## config.mk

```make
export PLATFORM = sky130hd
export DESIGN_NAME = i2c_target_rx
export DESIGN_NICKNAME = d
export VERILOG_FILES = /design/src/rtl/i2c_target_rx.sv
export SDC_FILE = /design/constraint.sdc
export NUM_CORES = 1
export LEC_CHECK = 0
export BUFFER_PORTS_ARGS = -buffer_cell sky130_fd_sc_hd__buf_2
export CORE_MARGIN = 5
export CORE_UTILIZATION = 36
export CTS_CLUSTER_DIAMETER = 50
export DETAILED_ROUTE_END_ITERATION = 12
export GPL_TIMING_DRIVEN = 0
export PLACE_DENSITY_LB_ADDON = 0.1
export SKIP_LAST_GASP = 1
export SLEW_MARGIN = 30
export SYNTH_ARGS = -nofsm -noshare
export SYNTH_HDL_FRONTEND = slang
export SYNTH_SLANG_ARGS = --single-unit
```

## constraint.sdc

```tcl
create_clock -name clk -period 1.9 [get_ports clk]
set_clock_uncertainty 0.05 [all_clocks]
set_input_delay 0.095 -clock clk [delete_from_list [all_inputs] [get_ports clk]]
set_output_delay 0.095 -clock clk [all_outputs]
set_load 0.02 [all_outputs]
```

## src/rtl/i2c_target_rx.sv

```systemverilog
// Write-only I2C target receiver: oversamples SCL/SDA, matches a 7-bit address,
// ACKs by pulling SDA low and strobes out each received data byte.
module i2c_target_rx #(
    parameter logic [6:0] ADDR        = 7'h3C,
    parameter int         SYNC_STAGES = 2
) (
    input  logic       clk,
    input  logic       rst_n,
    input  logic       scl_in,
    input  logic       sda_in,
    output logic       sda_oe,
    output logic [7:0] rx_data,
    output logic       rx_valid,
    output logic       rx_first,
    output logic       busy,
    output logic       stop_pulse
);

    localparam logic [2:0] S_IDLE     = 3'd0;
    localparam logic [2:0] S_ADDR     = 3'd1;
    localparam logic [2:0] S_ADDR_ACK = 3'd2;
    localparam logic [2:0] S_DATA     = 3'd3;
    localparam logic [2:0] S_DATA_ACK = 3'd4;
    localparam logic [2:0] S_IGNORE   = 3'd5;

    // Synchronisers idle high so reset never looks like a START/STOP.
    logic [SYNC_STAGES-1:0] scl_sync_q;
    logic [SYNC_STAGES-1:0] sda_sync_q;
    logic                   scl_prev_q;
    logic                   sda_prev_q;

    logic scl_s;
    logic sda_s;
    logic scl_rise;
    logic scl_fall;
    logic sda_rise;
    logic sda_fall;
    logic start_det;
    logic stop_det;

    logic [2:0] state_q,      state_d;
    logic [7:0] shift_q,      shift_d;
    logic [3:0] bitcnt_q,     bitcnt_d;
    logic       first_q,      first_d;
    logic       sda_oe_q,     sda_oe_d;
    logic       busy_q,       busy_d;
    logic [7:0] rx_data_q,    rx_data_d;
    logic       rx_valid_q,   rx_valid_d;
    logic       rx_first_q,   rx_first_d;
    logic       stop_pulse_q, stop_pulse_d;

    logic [7:0] shift_in;
    logic [3:0] bitcnt_inc;

    always_ff @(posedge clk or negedge rst_n) begin
        if (!rst_n) begin
            scl_sync_q <= '1;
            sda_sync_q <= '1;
            scl_prev_q <= 1'b1;
            sda_prev_q <= 1'b1;
        end else begin
            scl_sync_q <= {scl_sync_q[SYNC_STAGES-2:0], scl_in};
            sda_sync_q <= {sda_sync_q[SYNC_STAGES-2:0], sda_in};
            scl_prev_q <= scl_s;
            sda_prev_q <= sda_s;
        end
    end

    assign scl_s     = scl_sync_q[SYNC_STAGES-1];
    assign sda_s     = sda_sync_q[SYNC_STAGES-1];
    assign scl_rise  = scl_s & ~scl_prev_q;
    assign scl_fall  = ~scl_s & scl_prev_q;
    assign sda_rise  = sda_s & ~sda_prev_q;
    assign sda_fall  = ~sda_s & sda_prev_q;
    assign start_det = sda_fall & scl_s;
    assign stop_det  = sda_rise & scl_s;

    assign shift_in   = {shift_q[6:0], sda_s};
    assign bitcnt_inc = bitcnt_q + 4'd1;

    always_comb begin
        state_d      = state_q;
        shift_d      = shift_q;
        bitcnt_d     = bitcnt_q;
        first_d      = first_q;
        sda_oe_d     = sda_oe_q;
        busy_d       = busy_q;
        rx_data_d    = rx_data_q;
        rx_valid_d   = 1'b0;
        rx_first_d   = 1'b0;
        stop_pulse_d = 1'b0;

        if (start_det) begin
            state_d  = S_ADDR;
            shift_d  = 8'h00;
            bitcnt_d = 4'd0;
            sda_oe_d = 1'b0;
            busy_d   = 1'b0;
        end else if (stop_det) begin
            state_d      = S_IDLE;
            bitcnt_d     = 4'd0;
            sda_oe_d     = 1'b0;
            busy_d       = 1'b0;
            stop_pulse_d = busy_q;
        end else begin
            case (state_q)
                S_IDLE: begin
                end
                S_ADDR: begin
                    if (scl_rise && bitcnt_q < 4'd8) begin
                        shift_d  = shift_in;
                        bitcnt_d = bitcnt_inc;
                        if (bitcnt_inc == 4'd8) begin
                            if (shift_in[7:1] == ADDR && !shift_in[0]) begin
                                state_d = S_ADDR_ACK;
                            end else begin
                                state_d = S_IGNORE;
                            end
                        end
                    end
                end
                // sda_oe itself tells which of the two ACK-window falls this is.
                S_ADDR_ACK, S_DATA_ACK: begin
                    if (scl_fall) begin
                        if (!sda_oe_q) begin
                            sda_oe_d = 1'b1;
                            busy_d   = 1'b1;
                        end else begin
                            sda_oe_d = 1'b0;
                            state_d  = S_DATA;
                            bitcnt_d = 4'd0;
                            if (state_q == S_ADDR_ACK) begin
                                first_d = 1'b1;
                            end
                        end
                    end
                end
                S_DATA: begin
                    if (scl_rise && bitcnt_q < 4'd8) begin
                        shift_d  = shift_in;
                        bitcnt_d = bitcnt_inc;
                        if (bitcnt_inc == 4'd8) begin
                            rx_data_d  = shift_in;
                            rx_valid_d = 1'b1;
                            rx_first_d = first_q;
                            first_d    = 1'b0;
                            state_d    = S_DATA_ACK;
                        end
                    end
                end
                S_IGNORE: begin
                    sda_oe_d = 1'b0;
                end
                default: begin
                    state_d  = S_IDLE;
                    sda_oe_d = 1'b0;
                    busy_d   = 1'b0;
                end
            endcase
        end
    end

    always_ff @(posedge clk or negedge rst_n) begin
        if (!rst_n) begin
            state_q      <= S_IDLE;
            shift_q      <= 8'h00;
            bitcnt_q     <= 4'd0;
            first_q      <= 1'b0;
            sda_oe_q     <= 1'b0;
            busy_q       <= 1'b0;
            rx_data_q    <= 8'h00;
            rx_valid_q   <= 1'b0;
            rx_first_q   <= 1'b0;
            stop_pulse_q <= 1'b0;
        end else begin
            state_q      <= state_d;
            shift_q      <= shift_d;
            bitcnt_q     <= bitcnt_d;
            first_q      <= first_d;
            sda_oe_q     <= sda_oe_d;
            busy_q       <= busy_d;
            rx_data_q    <= rx_data_d;
            rx_valid_q   <= rx_valid_d;
            rx_first_q   <= rx_first_d;
            stop_pulse_q <= stop_pulse_d;
        end
    end

    assign sda_oe     = sda_oe_q;
    assign rx_data    = rx_data_q;
    assign rx_valid   = rx_valid_q;
    assign rx_first   = rx_first_q;
    assign busy       = busy_q;
    assign stop_pulse = stop_pulse_q;

endmodule

```

## Word level (Yosys, flattened, before mapping)

Index checks and enable logic that the tools add are counted.

- Bits in registers: 34
- Input bits: 4
- Output and inout bits: 13
- Word-level logic and storage cells: 120

- Add/subtract/negate cells: 1
- $lt $le $gt $ge: 1
- Equality and inequality tests: 24
- Mux-type cells: 48
- Bitwise logic cells: 12
- Reduce and logical (&&, ||, !) cells: 20

Operators with widths:

| cell | count |
|---|---|
| 7-bit two-way mux | 4 |
| 4-bit inequality test, second input constant | 7 |
| 3-bit two-way mux | 9 |
| 1-bit two-way mux | 25 |
| 4-bit two-way mux | 5 |
| 2-bit inequality test, second input constant | 6 |
| 3-bit one-hot mux with 4 select lines | 1 |
| 3-bit by 1-bit inequality test with 1-bit output, second input constant | 3 |
| 4-bit one-hot mux with 2 select lines | 1 |
| 8-bit AND reduction | 1 |
| 7-bit by 6-bit == test with 1-bit output, second input constant | 1 |
| 7-bit AND reduction | 1 |
| 1-bit bitwise AND | 6 |
| 3-bit by 2-bit == test with 1-bit output, second input constant | 2 |
| 3-bit == test, second input constant | 2 |
| 1-bit NOT | 6 |
| 1-bit one-hot mux with 2 select lines | 3 |
| 3-bit AND reduction | 2 |
| 2-bit nonzero test | 3 |
| 2-bit OR reduction | 3 |
| 5-bit AND reduction | 1 |
| 4-bit by 1-bit adder with 4-bit output, second input constant | 1 |
| 4-bit == test, second input constant | 1 |
| 4-bit less-than comparator, second input constant | 1 |
| 10 further kinds | 11 |

## Depth between registers and ports, before layout

- Depth in word-level cells: 8
- Mapped depth: 7
- Gate-level depth less buffers: 5

## Worst setup path after synthesis

Ideal clock, no wire load.

- Path type: reg2reg
- From: register scl_sync_q[1]
- To: register rx_data_q[0] (netlist: rx_data[0])
- Library setup time: 0.125 ns
- Data arrival time: 1.620 ns
- Required time: 1.725 ns
- Slack: 0.106 ns
- Cell stages (with the launch flop): 5
- Path buffers: 0
- Period minus slack after synthesis: 1.794 ns
- Cell sequence: dfstp_2 -> nor3b_2 -> nand3_1 -> nor3_4 -> mux2_2

- Longest elaborated chain between the ends: 3
- Elaborated cells on any way between the ends: 7
- Classes of those cells: 5 x bitwise; 2 x reduce/logical

RTL lines:

| item | line | RTL |
|---|---|---|
| start, declared | 27 | `logic [SYNC_STAGES-1:0] scl_sync_q;` |
| start signal, assigned | 62 | `scl_sync_q <= {scl_sync_q[SYNC_STAGES-2:0], scl_in};` |
| 1-bit bitwise AND (on tied branches) | 71, 75, 76 |  |
| 1-bit logical AND or 1-bit NOT (tied branches) | -- |  |
| 5-bit AND reduction (no line) * | -- |  |
| end signal, assigned | 182 | `rx_data_q <= rx_data_d;` |
| end, declared | 47 | `logic [7:0] rx_data_q, rx_data_d;` |

Mark *: on every way between the ends. The rest lies on a longest branch, timed or not.
A chain may end at the register's enable or synchronous reset.

## Worst setup path in the final report

- From: register sda_sync_q[1]
- To: register state_q[1]

- Longest elaborated chain between the ends: 8
- Elaborated cells on any way between the ends: 21
- Classes of those cells: 7 x eq/ne; 6 x mux; 5 x bitwise; 3 x reduce/logical

RTL lines:

| item | line | RTL |
|---|---|---|
| start, declared | 28 | `logic [SYNC_STAGES-1:0] sda_sync_q;` |
| start signal, assigned | 63 | `sda_sync_q <= {sda_sync_q[SYNC_STAGES-2:0], sda_in};` |
| 1-bit logical NOT | 114 | `if (shift_in[7:1] == ADDR && !shift_in[0]) begin` |
| 1-bit logical AND | 114 |  |
| 3-bit two-way mux | 114 |  |
| 3-bit two-way mux | 113 | `if (bitcnt_inc == 4'd8) begin` |
| 3-bit two-way mux | 110 | `if (scl_rise && bitcnt_q < 4'd8) begin` |
| 3-bit one-hot mux with 4 select lines | 106 | `case (state_q)` |
| 3-bit two-way mux | 99 | `end else if (stop_det) begin` |
| 3-bit two-way mux | 93 | `if (start_det) begin` |
| end signal, assigned | 176 | `state_q <= state_d;` |
| end, declared | 41 | `logic [2:0] state_q, state_d;` |

Several ways; a longest one is shown, not always the timed one. The select of a mux whose other input is x is not followed.

==> results.sh <==
export IMPL_status="complete, no violations"
export IMPL_grt_pass1_vias=1105
export IMPL_grt_pass1_wl_um=5440
export IMPL_dp_hpwl_um=2250
export IMPL_ys_top_cells_by_area="dfrtp_1 44%, dfstp_2 9.8%, mux2_2 6.3%"
export IMPL_synth_compound_area_share_pct=15.8
export IMPL_avgSynthCellArea_um2=11.4
export IMPL_synth_edf_count=0
export IMPL_synth_most_common_cell="dfrtp_1"
export IMPL_drv_slew=0
export IMPL_clkPwrFrac_pct=32.4
export IMPL_ys_ff_latch=34
export IMPL_synth_top_area_share_pct=43.6
export IMPL_diodes=0
export IMPL_area_growth_pct=20.2
export IMPL_endpoint_kind="flip-flop"
export IMPL_fin_area_um2=1930
export IMPL_top_level_ports=17
export IMPL_cts_num_sinks=34
export IMPL_routed_wirelength_um=3170
export IMPL_drt_iter0_drc=76
export IMPL_switching_share_pct=27.4
export IMPL_yosysTopAreaCell="dfrtp_1"
export IMPL_clk_latency_ns=0.28
export IMPL_max_slew_margin_pct=50.3
export IMPL_powerDensity_nw_per_um2=874
export IMPL_maxCapViolCount=0
export IMPL_clockBufferDepth=2
export IMPL_vias=1150
export IMPL_synth_seq_area_share_pct=53.5
export IMPL_synth_xor_area_share_pct=1.09
export IMPL_routabilityCongestion=0.855
export IMPL_cp_max_fo=10
export IMPL_dieArea_um2=5890
export IMPL_muxShareOfSynthArea_pct=7.56
export IMPL_postPlaceCellArea_um2=1750
export IMPL_fin_nets=175
export IMPL_portBuffers=16
export IMPL_yosys_area_share_simple_pct=18.6
export IMPL_ant_nets=0
export IMPL_clkTransAtPathRegs_ns=0.07
export IMPL_max_slew_worst_pin_slew_ns=0.745
export IMPL_vias_per_cell=5.16
export IMPL_combinationalPowerShare_pct=15.0
export IMPL_synthTopCellsByCount="28 x dfrtp_1, 15 x o21ai_0, 11 x nand2_1, 9 x mux2_2, 7 x nor2_1"
export IMPL_total_leakage_power_nw=0.910
export IMPL_synth_top_family_by_area="simple AND/OR/NAND/NOR gates"
export IMPL_hold_class="reg2reg"
export IMPL_final_hold_viol_count=0
export IMPL_fp_row_count=24
export IMPL_startpoint_type="flip-flop"
export IMPL_synthAdderAreaFrac_pct=0.779
export IMPL_grt_max_degree=35
export IMPL_drc=0
export IMPL_drive_gt1_share_pct=35.1
export IMPL_synth_ff_type="dfrtp_1"
export IMPL_synth_distinct_cells=40
export IMPL_core_um2=4350
export IMPL_max_freq_mhz=541
export IMPL_fin_crit_ns=1.85
export IMPL_numCtsBuffers=5
export IMPL_synth_cells=141
export IMPL_grt_usage_pct=11.4
export IMPL_start_util_pct=36.9
export IMPL_post_route_period_util_pct=97.3
export IMPL_critPathKind="reg2reg"
export IMPL_die_width_um=76.8
export IMPL_synth_async_reset_ratio_pct=100
export IMPL_rsz0062_at_grt="yes"
export IMPL_yosysWarnings=0
export IMPL_overflow=0
export IMPL_cts_tree="done"
export IMPL_cp_required_ns=2.01
export IMPL_synth_net_count=146
export IMPL_final_util_pct=44.3
export IMPL_p_seq_share_pct=52.7
export IMPL_post_drt_wl_per_cell_um=14.2
export IMPL_p_switching_uw=463
export IMPL_antenna_found_initial=0
export IMPL_setup_viol=0
export IMPL_fill_cells=407
export IMPL_p_int_mw=1.22
export IMPL_cts_htree_levels=2
export IMPL_netlist_area_um2=1610
export IMPL_drt_first_pass_iters=4
export IMPL_die_h_um=76.8
export IMPL_cts_root_buf="clkbuf_8"
export IMPL_worstPathArrival_ns=1.96
export IMPL_vdd_drop_max_mv=0.496
path summary, 6_finish.rpt:
kind / startpoint / to / slack [ns] / depth (start not counted)
max in group asynchronous: rst_n / bitcnt_q[1] / 0.96 / 2
min in group asynchronous: rst_n / shift_q[3] / 0.36 / 2
max: sda_sync_q[1] / state_q[1] / 0.05 / 6
max reg2reg: sda_sync_q[1] / state_q[1] / 0.05 / 6
min reg2reg: sda_sync_q[0] / sda_sync_q[1] / 0.31 / 0
min: sda_sync_q[0] / sda_sync_q[1] / 0.31 / 0
cell type report:
class / instances / area (um^2) / area share (%)
flip-flops and latches: 34 / 858 / 44.5
clock inverters: 2 / 12.5 / 0.649
multi-input cells: 98 / 708 / 36.7
clock buffers: 6 / 82.6 / 4.28
repair buffers: 22 / 158 / 8.17
plain buffers: 6 / 33.8 / 1.75
inverters: 3 / 11.3 / 0.584
well taps: 52 / 65.1 / 3.37
kinds of logic after synthesis:
family,after synthesis
buf+inv,9
fa+ha+maj,1
xor+xnor,2
flops,34
mux,11
compound gates,36
simple gates,48
stage by stage:
step	total power [mW]	setup TNS (ns)	cells	setup WS, ns	hold WS [ns]
CTS	1.71	0	221	0.0114	0.310
global route	1.79	-0.0578	223	-0.0359	0.317
finish	1.69	0	223	0.0510	0.307
floorplan	1.06	0	141	0.106	-0.251
detailed placement	1.14	-1.51	209	-0.192	0.152
global placement	1.13	-1.41	209	-0.181	0.146
state kept, by name, indices dropped and copies added, names as in the netlist, 2 cells and up:
signal,count
state_q,3
scl_sync_q,2
bitcnt_q,4
shift_q,7
sda_sync_q,2
rx_data,8
timing repair:
action                     4_1_cts  5_1_grt
gates resized for setup          0        3
setup endpoints to repair        8       10
buffers inserted                 1        2
pin swaps                        1        0
hold endpoints to repair        30        0
hold buffers                     3        0
routing by layer:
| metal | wire, um | up-vias | GRT usage (%) | share of wire, % |
|---|---|---|---|---|
| met3 | 148 | 5 | 3.40 | 4.7 |
| li1 | - | 570 | - | - |
| met1 | 1530 | 551 | 15.5 | 48 |
| met5 | 0 | - | 0 | 0 |
| met2 | 1450 | 24 | 16.9 | 46 |
| met4 | 44 | 0 | 4.90 | 1.4 |
power by group through the flow:
stage / combinational [mW] / clock [mW] / sequential (mW)
after CTS: 0.248 / 0.572 / 0.886
after floorplan: 0.187 / 0 / 0.876
after global routing: 0.282 / 0.608 / 0.900
after detailed placement: 0.243 / 0 / 0.899
after global placement: 0.235 / 0 / 0.896
final: 0.252 / 0.546 / 0.888
critical path, cell delays in order, from the launching register on:
cell      delay, ns
dfstp_2        0.60
buf_12         0.12
nand2b_4       0.08
a21oi_4        0.19
buf_4          0.22
a21oi_1        0.10
o41ai_1        0.37
placed cells by master (no fill, tap or decap), drive strengths merged, types with 3 or more instances in the layout:
master / synthesis / routed
a21oi: 7 / 7
buf: 4 / 23
clkbuf: 2 / 8
dfrtp: 28 / 28
dfstp: 6 / 6
dlygate4sd3: 0 / 3
inv: 3 / 3
mux2: 9 / 9
nand2: 11 / 11
nand2b: 6 / 6
nor2: 7 / 7
nor2b: 3 / 3
nor3: 5 / 5
nor3b: 4 / 4
nor4: 3 / 3
o21ai: 15 / 15
o221a: 6 / 6
Note: power is estimated with default switching activity, not from simulation.
